### config.mk
export PLATFORM = sky130hd
export DESIGN_NAME = mem_arbiter
export DESIGN_NICKNAME = d
export VERILOG_FILES = /design/src/rtl/mem_arb_pkg.sv /design/src/rtl/mem_arb_wdog.sv /design/src/rtl/mem_arbiter.sv
export SDC_FILE = /design/constraint.sdc
export NUM_CORES = 1
export LEC_CHECK = 0
export ABC_AREA = 0
export CAP_MARGIN = 20
export CORE_MARGIN = 2
export CORE_UTILIZATION = 44
export DETAILED_ROUTE_END_ITERATION = 16
export PLACE_DENSITY = 0.8
export SLEW_MARGIN = 5
export SYNTH_ARGS = -nofsm -noshare
export SYNTH_HDL_FRONTEND = slang
export SYNTH_SLANG_ARGS = --single-unit
export TNS_END_PERCENT = 30
### constraint.sdc
create_clock -name clk -period 6.1 [get_ports clk]
set_input_delay 0.61 -clock clk [delete_from_list [all_inputs] [get_ports clk]]
set_output_delay 0.61 -clock clk [all_outputs]
set_load 0.05 [all_outputs]
### src/rtl/mem_arb_pkg.sv
// Shared types and defaults for the single-port memory arbiter.
package mem_arb_pkg;

    typedef enum logic [1:0] {
        IDLE   = 2'd0,
        DM_ACC = 2'd1,
        IM_ACC = 2'd2,
        DONE   = 2'd3
    } arb_state_e;

    localparam int unsigned TIMEOUT_DEFAULT = 255;

endpackage

### src/rtl/mem_arb_wdog.sv
// Wait-cycle watchdog: saturating per-access counter and sticky timeout flag.
module mem_arb_wdog
    import mem_arb_pkg::*;
#(
    parameter int unsigned TIMEOUT = TIMEOUT_DEFAULT
) (
    input  logic clk,
    input  logic rst,
    input  logic acc,
    input  logic mem_ready,
    output logic expire,
    output logic err
);

    localparam int unsigned   CW       = $clog2(TIMEOUT + 1);
    localparam logic [CW-1:0] CNT_MAX  = CW'(TIMEOUT);
    localparam logic [CW-1:0] CNT_LAST = CW'(TIMEOUT - 1);

    logic [CW-1:0] cnt_q, cnt_d;
    logic          err_q, err_d;

    // Clearing on every completion gives the DM->IM hand-off a fresh count.
    always_comb begin
        expire = acc && !mem_ready && (cnt_q == CNT_LAST);
        cnt_d  = cnt_q;
        if (!acc || mem_ready || expire) begin
            cnt_d = '0;
        end else if (cnt_q != CNT_MAX) begin
            cnt_d = cnt_q + CW'(1);
        end
        err_d = err_q | expire;
    end

    always_ff @(posedge clk or posedge rst) begin
        if (rst) begin
            cnt_q <= '0;
            err_q <= 1'b0;
        end else begin
            cnt_q <= cnt_d;
            err_q <= err_d;
        end
    end

    assign err = err_q;

endmodule

### src/rtl/mem_arbiter.sv
// Arbitrates CPU data and instruction ports onto one single-port memory,
// data side first, with a watchdog that abandons stuck accesses.
module mem_arbiter
    import mem_arb_pkg::*;
#(
    parameter int unsigned ADDR_W  = 32,
    parameter int unsigned DATA_W  = 32,
    parameter int unsigned TIMEOUT = TIMEOUT_DEFAULT
) (
    input  logic              clk,
    input  logic              rst,
    input  logic [ADDR_W-1:0] IM_address,
    input  logic              IM_enable,
    output logic [DATA_W-1:0] IM_out,
    input  logic [ADDR_W-1:0] DM_address,
    input  logic [DATA_W-1:0] DM_in,
    input  logic              DM_enable,
    input  logic              DM_write,
    output logic [DATA_W-1:0] DM_out,
    output logic              stall,
    output logic              mem_req,
    output logic [ADDR_W-1:0] mem_addr,
    output logic              mem_we,
    output logic [DATA_W-1:0] mem_wdata,
    input  logic [DATA_W-1:0] mem_rdata,
    input  logic              mem_ready,
    output logic              err
);

    arb_state_e        state_q, state_d;
    logic [ADDR_W-1:0] dm_addr_q, dm_addr_d;
    logic [DATA_W-1:0] dm_wdata_q, dm_wdata_d;
    logic              dm_write_q, dm_write_d;
    logic [ADDR_W-1:0] im_addr_q, im_addr_d;
    logic              im_en_q, im_en_d;
    logic [DATA_W-1:0] im_out_q, im_out_d;
    logic [DATA_W-1:0] dm_out_q, dm_out_d;

    logic acc;
    logic wdog_expire;
    logic acc_done;

    assign acc      = (state_q == DM_ACC) || (state_q == IM_ACC);
    assign acc_done = mem_ready || wdog_expire;

    mem_arb_wdog #(
        .TIMEOUT (TIMEOUT)
    ) u_wdog (
        .clk       (clk),
        .rst       (rst),
        .acc       (acc),
        .mem_ready (mem_ready),
        .expire    (wdog_expire),
        .err       (err)
    );

    always_comb begin
        state_d    = state_q;
        dm_addr_d  = dm_addr_q;
        dm_wdata_d = dm_wdata_q;
        dm_write_d = dm_write_q;
        im_addr_d  = im_addr_q;
        im_en_d    = im_en_q;
        im_out_d   = im_out_q;
        dm_out_d   = dm_out_q;

        case (state_q)
            IDLE: begin
                if (DM_enable || IM_enable) begin
                    dm_addr_d  = DM_address;
                    dm_wdata_d = DM_in;
                    dm_write_d = DM_write;
                    im_addr_d  = IM_address;
                    im_en_d    = IM_enable;
                    state_d    = DM_enable ? DM_ACC : IM_ACC;
                end
            end
            DM_ACC: begin
                // A timed-out access never captures, so the output holds.
                if (mem_ready && !dm_write_q) begin
                    dm_out_d = mem_rdata;
                end
                if (acc_done) begin
                    state_d = im_en_q ? IM_ACC : DONE;
                end
            end
            IM_ACC: begin
                if (mem_ready) begin
                    im_out_d = mem_rdata;
                end
                if (acc_done) begin
                    state_d = DONE;
                end
            end
            DONE: begin
                state_d = IDLE;
            end
            default: begin
                state_d = IDLE;
            end
        endcase
    end

    always_ff @(posedge clk or posedge rst) begin
        if (rst) begin
            state_q    <= IDLE;
            dm_addr_q  <= '0;
            dm_wdata_q <= '0;
            dm_write_q <= 1'b0;
            im_addr_q  <= '0;
            im_en_q    <= 1'b0;
            im_out_q   <= '0;
            dm_out_q   <= '0;
        end else begin
            state_q    <= state_d;
            dm_addr_q  <= dm_addr_d;
            dm_wdata_q <= dm_wdata_d;
            dm_write_q <= dm_write_d;
            im_addr_q  <= im_addr_d;
            im_en_q    <= im_en_d;
            im_out_q   <= im_out_d;
            dm_out_q   <= dm_out_d;
        end
    end

    assign mem_req   = acc;
    assign mem_we    = (state_q == DM_ACC) && dm_write_q;
    assign mem_addr  = (state_q == IM_ACC) ? im_addr_q : dm_addr_q;
    assign mem_wdata = dm_wdata_q;
    assign stall     = acc || ((state_q == IDLE) && (IM_enable || DM_enable));
    assign IM_out    = im_out_q;
    assign DM_out    = dm_out_q;

endmodule

==> results of run 1 <==
==> registers in the layout, indices dropped and copies added (netlist names) <==
| signal | cells |
|---|---|
| DM_out | 32 |
| IM_out | 32 |
| dm_addr_q | 32 |
| im_addr_q | 32 |
| mem_wdata | 32 |
| u_wdog.cnt_q | 8 |
| state_q | 2 |
| dm_write_q | 1 |
| im_en_q | 1 |
| u_wdog.err | 1 |
==> through the flow <==
step	hold slack, ns	setup WS [ns]
after detailed placement	0.447	2.64
final	0.463	2.55
after CTS	0.461	2.49
after global placement	0.457	2.67
after floorplan	0.437	0.802
after global routing	0.493	2.42
==> cell type report <==
type	count	area (um^2)	area share (%)
clock buffers	23	498	4.69
repair buffers	270	2700	25.5
clock inverters	8	154	1.45
flip-flops and latches	173	4330	40.8
well taps	216	270	2.55
multi-input cells	256	2620	24.7
inverters	8	35.0	0.330
==> layer usage <==
metal  wire (um)  vias up  part of all wire [%]  global-route usage, %
met2        8670      203                    50                   33.8
met4         348        0                   2.0                   7.70
met1        6580     2360                    38                   22.7
li1            -     2184                     -                      -
met3        1600       26                   9.3                   7.31
met5           0        -                     0                      0
==> cell usage after synthesis, drive strengths merged, types with 2 or more instances <==
cell / n / area share (%)
nand4: 2 / 0.39
buf: 24 / 1.9
nand3: 3 / 0.21
o21ai: 4 / 0.39
inv: 8 / 0.42
a211oi: 5 / 0.53
ha: 6 / 1.1
a21oi: 4 / 0.28
nor2: 2 / 0.11
nor2b: 2 / 0.18
dfrtp: 173 / 61
mux2: 193 / 31
a31oi: 3 / 0.26
nor3: 8 / 0.56
and4: 2 / 0.26
nand2: 8 / 0.42
==> worst min-delay path by stage <==
stage / start / depth (start not counted) / end / slack [ns]
3_5_place_dp: u_wdog.err / 1 / u_wdog.err / 0.45
4_1_cts: u_wdog.err / 1 / u_wdog.err / 0.46
3_3_place_gp: im_en_q / 2 / im_en_q / 0.46
5_1_grt: u_wdog.err / 1 / u_wdog.err / 0.49
6_report: u_wdog.err / 1 / u_wdog.err / 0.46
2_1_floorplan: im_en_q / 2 / im_en_q / 0.44
==> cell families (layout without fill, tap and decap cells) <==
| group | Yosys count | after routing | share of synthesized area [%] |
|---|---|---|---|
| AO/OA/AOI/OAI | 23 | 23 | 2.31 |
| AND/OR/NAND/NOR | 34 | 34 | 2.82 |
| buffers and inverters | 32 | 309 | 2.31 |
| multiplexers | 193 | 193 | 30.6 |
| flip-flops | 173 | 173 | 60.9 |
| adder cells (fa/ha/maj) | 6 | 6 | 1.06 |
==> impl_metrics.toml, run 1 <==
[outcome]
run_status = "finished clean"

[placed_design]
total_cell_area_at_the_placement_stage_um2 = 9940
place_inst = 922
io_port_bufs = 265
hpwlAfterDp_um = 12300
place_congestion = 0.794

[synth]
synthesis.area_um2 = 7110
synth_fp_nets = 601
postSynthAreaPerCell_um2 = 15.4
async_reset_ff_share_pct = 100
synth-seq-cells = 173
synth.lib_cells_used.distinct = 35
synth-seq-area-share_pct = 60.9
ys.warnings.count = 0
post_synth_inst_count = 461
synth_flop_type = "sky130_fd_sc_hd__dfrtp_1"
synth-edff-count = 0

[detailed_routing]
vias_per_cell = 5.00
detailedRoute.firstIterationViolations = 156
routed-via-count = 4773
detail-route-antenna-nets = 0
post-route-drc-count = 0
average_routed_wire_per_standard_cell_um = 18.0
route.final.wire_length_um = 17200
dr.pass1.iters = 4

[floorplan]
fp-row-count = 46
die_x_um = 131
start_util_pct = 44.9
die_height_um = 131
coreArea_um2 = 15800
floorplan.die_area_um2 = 17200
boundaryPins = 266

[timing]
slew_headroom_pct = 37.1
totalNegativeSetupSlack_ns = 0
layout_worst_path_cycle_share_pct = 58.2
setup-violations-final = 0
drv_slew = 0
worst-slew-pin-transition_ns = 0.943
post-route-min-period_ns = 3.55
timing_hold_violations_final = 0
timing.fmax_mhz = 282
rsz0062_at_grt = "false"
fin_skew_ns = 0.00474

[grt]
grt_overflow = 0
grt_usage_pct = 19.8
grt_start_max_net_pins = 104
number_of_global_route_vias_before_repair = 5140
grt_antenna_before_repair = 0
grt_first_pass_wirelength_um = 26000

[final_layout]
layout-drive-gt1-share_pct = 31.8
fin_cells = 954
layout.filler_cells = 1123
antenna_diode_count = 0
syn2layout_area_growth_pct = 49.3
mostFrequentLayoutCell = "sky130_fd_sc_hd__clkdlybuf4s50_1"
final_util_pct = 67.0
finish.net_count = 866
mostFrequentLayoutCells = "sky130_fd_sc_hd__clkdlybuf4s50_1 (265), sky130_fd_sc_hd__mux2_2 (193), sky130_fd_sc_hd__dfrtp_1 (173)"
post-route-cell-area_um2 = 10600

[critical_path]
critical-path-slowest-cell = "sky130_fd_sc_hd__ha_2"
timing_worst_setup_path_type = "reg2out"
rr_startpoint = "state_q[0]"
r2r_slack_ns = 3.69
cp-endpoint = "mem_addr[18]"
critical-path-top-delay-family = "buffers and inverters"
worstReg2RegEnd = "im_addr_q[23]"
worst_path_largest_cell_delay_ns = 0.83
crit_buf_inv = 2
cp-end-kind = "primary output"
timing.critical_path.fanout_max = 35
start_kind = "register"
timing.reg2reg.worst_path_depth = 6
critical_path_cell_count = 4
launch_point_of_the_worst_path = "state_q[0]"
critical_path_required_ns = 5.49
worstPathArrival_ns = 2.94
cp_cell_sequence = "inv_1, ha_2, mux2_2, clkdlybuf4s50_1"

[worst_hold_path]
hold_class = "reg2reg"

[clocking]
cts_setup_buffers = 0
clk-insertion-delay-late_ns = 0.42
post_cts_hold_buffer_count = 0
cts.reportedPaths.clkPinSlew_ns = 0.06
clock_buffer_count_from_cts = 17
clk_root_buffer_cell = "sky130_fd_sc_hd__clkbuf_16"
cts_h_tree_depth = 4
tritoncts_clock_tree = "yes"
post_cts.resized_instances = 0
cts_max_path_buffers = 2
clock_sinks = 173

[job]
max-cap-violations = 0
Power of run 1 is not shown: default switching activity piles up to over one toggle a cycle in this logic, so the estimate is an artifact.
==> inputs of run 2 (changes only) <==
clock period = 3.7 ns   (was 6.1 ns; I/O delays follow)
==> run 2 against run 1 <==
Via count is 0.13% lower. Clock skew hardly changed. Hold slack worse by 0.051 ns. Global-route usage is 0.37 points higher. Critical endpoint is now mem_addr[0]. Largest cell class unchanged.
==> impl_metrics.toml, run 2 (synthesized netlist as in run 1, its figures left out) <==
[floorplan]
fp-row-count = 46
die_x_um = 131
boundaryPins = 266
start_util_pct = 44.9
floorplan.die_area_um2 = 17200
coreArea_um2 = 15800
die_height_um = 131

[critical_path]
timing.critical_path.fanout_max = 26
critical-path-slowest-cell = "sky130_fd_sc_hd__clkdlybuf4s50_1"
cp_cell_sequence = "inv_1, ha_2, buf_4, mux2_2, clkdlybuf4s50_1"
cp-end-kind = "primary output"
critical_path_required_ns = 3.33
start_kind = "register"
timing_worst_setup_path_type = "reg2out"
worst_path_largest_cell_delay_ns = 0.72
worstPathArrival_ns = 2.98

[clocking]
clock_sinks = 173
clk-insertion-delay-late_ns = 0.41
clock_buffer_count_from_cts = 17
tritoncts_clock_tree = "yes"
cts_setup_buffers = 0
cts_h_tree_depth = 4
clk_root_buffer_cell = "sky130_fd_sc_hd__clkbuf_16"
cts_max_path_buffers = 2
post_cts_hold_buffer_count = 0
cts.reportedPaths.clkPinSlew_ns = 0.06
post_cts.resized_instances = 0

[placed_design]
post-place-ws_ns = 0.756
hpwlAfterDp_um = 12800
io_port_bufs = 265
place_congestion = 0.802

[final_layout]
mostFrequentLayoutCells = "sky130_fd_sc_hd__clkdlybuf4s50_1 (265), sky130_fd_sc_hd__mux2_2 (193), sky130_fd_sc_hd__dfrtp_1 (173)"
syn2layout_area_growth_pct = 48.6
multi_input_comb_area_um2 = 2620
layout.filler_cells = 1119
antenna_diode_count = 0
sequential_cell_area_um2 = 4330
mostFrequentLayoutCell = "sky130_fd_sc_hd__clkdlybuf4s50_1"
finish.net_count = 868
layout-drive-gt1-share_pct = 31.8

[timing]
totalNegativeSetupSlack_ns = 0
worst-slew-pin-transition_ns = 0.686
rsz0062_at_grt = "false"
fin_ws_ns = 0.350
layout_worst_path_cycle_share_pct = 90.5
fin_skew_ns = 0.00446
timing.fmax_mhz = 298
post-route-min-period_ns = 3.35
timing_hold_violations_final = 0
setup-violations-final = 0
drv_slew = 0
slew_headroom_pct = 54.3

[grt]
number_of_global_route_vias_before_repair = 5099
grt_first_pass_wirelength_um = 26500
grt_usage_pct = 20.2
grt_antenna_before_repair = 0
grt_overflow = 0
grt_start_max_net_pins = 99

[detailed_routing]
detailedRoute.firstIterationViolations = 157
vias_per_cell = 4.99
routed-via-count = 4767
detail-route-antenna-nets = 0
average_routed_wire_per_standard_cell_um = 18.2
post-route-drc-count = 0
dr.pass1.iters = 5
route.final.wire_length_um = 17400

[worst_hold_path]
hold_class = "in2async"

[job]
max-cap-violations = 0

[outcome]
run_status = "finished clean"
run 2: changes by cell type in the layout (fill, tap and decap cells not counted):
| cell | before | now |
|---|---|---|
| sky130_fd_sc_hd__clkinvlp_4 | 1 | 6 |
| sky130_fd_sc_hd__clkbuf_8 | 5 | 2 |
| sky130_fd_sc_hd__bufinv_16 | 4 | 2 |
| sky130_fd_sc_hd__clkinv_4 | 2 | 0 |
| sky130_fd_sc_hd__inv_6 | 2 | 0 |
| sky130_fd_sc_hd__buf_12 | 1 | 2 |
| sky130_fd_sc_hd__buf_4 | 4 | 5 |
| sky130_fd_sc_hd__clkbuf_1 | 1 | 2 |
| sky130_fd_sc_hd__clkinv_2 | 0 | 1 |
| sky130_fd_sc_hd__inv_8 | 0 | 1 |
run 2: final cells by class:
type,count,share of cell area (%)
Timing Repair Buffer,272,25.9
Multi-Input combinational cell,256,24.8
Clock buffer,21,4.36
Inverter,8,0.320
Sequential cell,173,41.0
Clock inverter,9,1.08
Tap cell,216,2.56
run 2: worst max-delay path, delay by kind of cell, from the launching register on:
family,cells,cell delay [ns]
buffers and inverters,3,1.16
adders and majority gates,1,0.64
muxes,1,0.35
DFF,1,0.41
run 2: path summary, 6_finish.rpt:
check	from	endpoint	slack, ns	depth (start not counted)
min	rst	IM_out[29]	0.41	2
min reg2reg	u_wdog.err	u_wdog.err	0.46	1
max reg2reg	state_q[0]	IM_out[8]	1.41	6
max in group asynchronous	rst	im_addr_q[16]	2.43	3
min in group clk	u_wdog.err	u_wdog.err	0.46	1
max	state_q[0]	mem_addr[0]	0.35	5
run 2: through the flow:
stage / std cells / hold slack [ns] / cell area, um^2 / utilization (%)
floorplan: 461 / 0.437 / 7110 / -
global placement: 925 / 0.440 / 9990 / 63.1
detailed placement: 925 / 0.448 / 9990 / 63.1
CTS: 955 / 0.411 / 10600 / 66.7
global route: 955 / 0.465 / 10600 / 66.7
finish: 955 / 0.412 / 10600 / 66.7
run 2: metal layers:
layer | up-vias | share of wire [%] | global-route usage (%)
met5 | - | 0 | 0
met4 | 0 | 1.8 | 7.07
met3 | 26 | 9.3 | 6.94
met2 | 206 | 50 | 34.9
met1 | 2348 | 39 | 23.3
li1 | 2187 | - | -
Power of run 2 is left out for the same reason.
==> inputs of run 3 (changes only) <==
CAP_MARGIN = default   (was 20)
HOLD_SLACK_MARGIN = 0.12   (was default)
==> results of run 3 <==
Final layout, timing and power as in run 2 (identical DEF).
Power of run 3 is left out for the same reason.
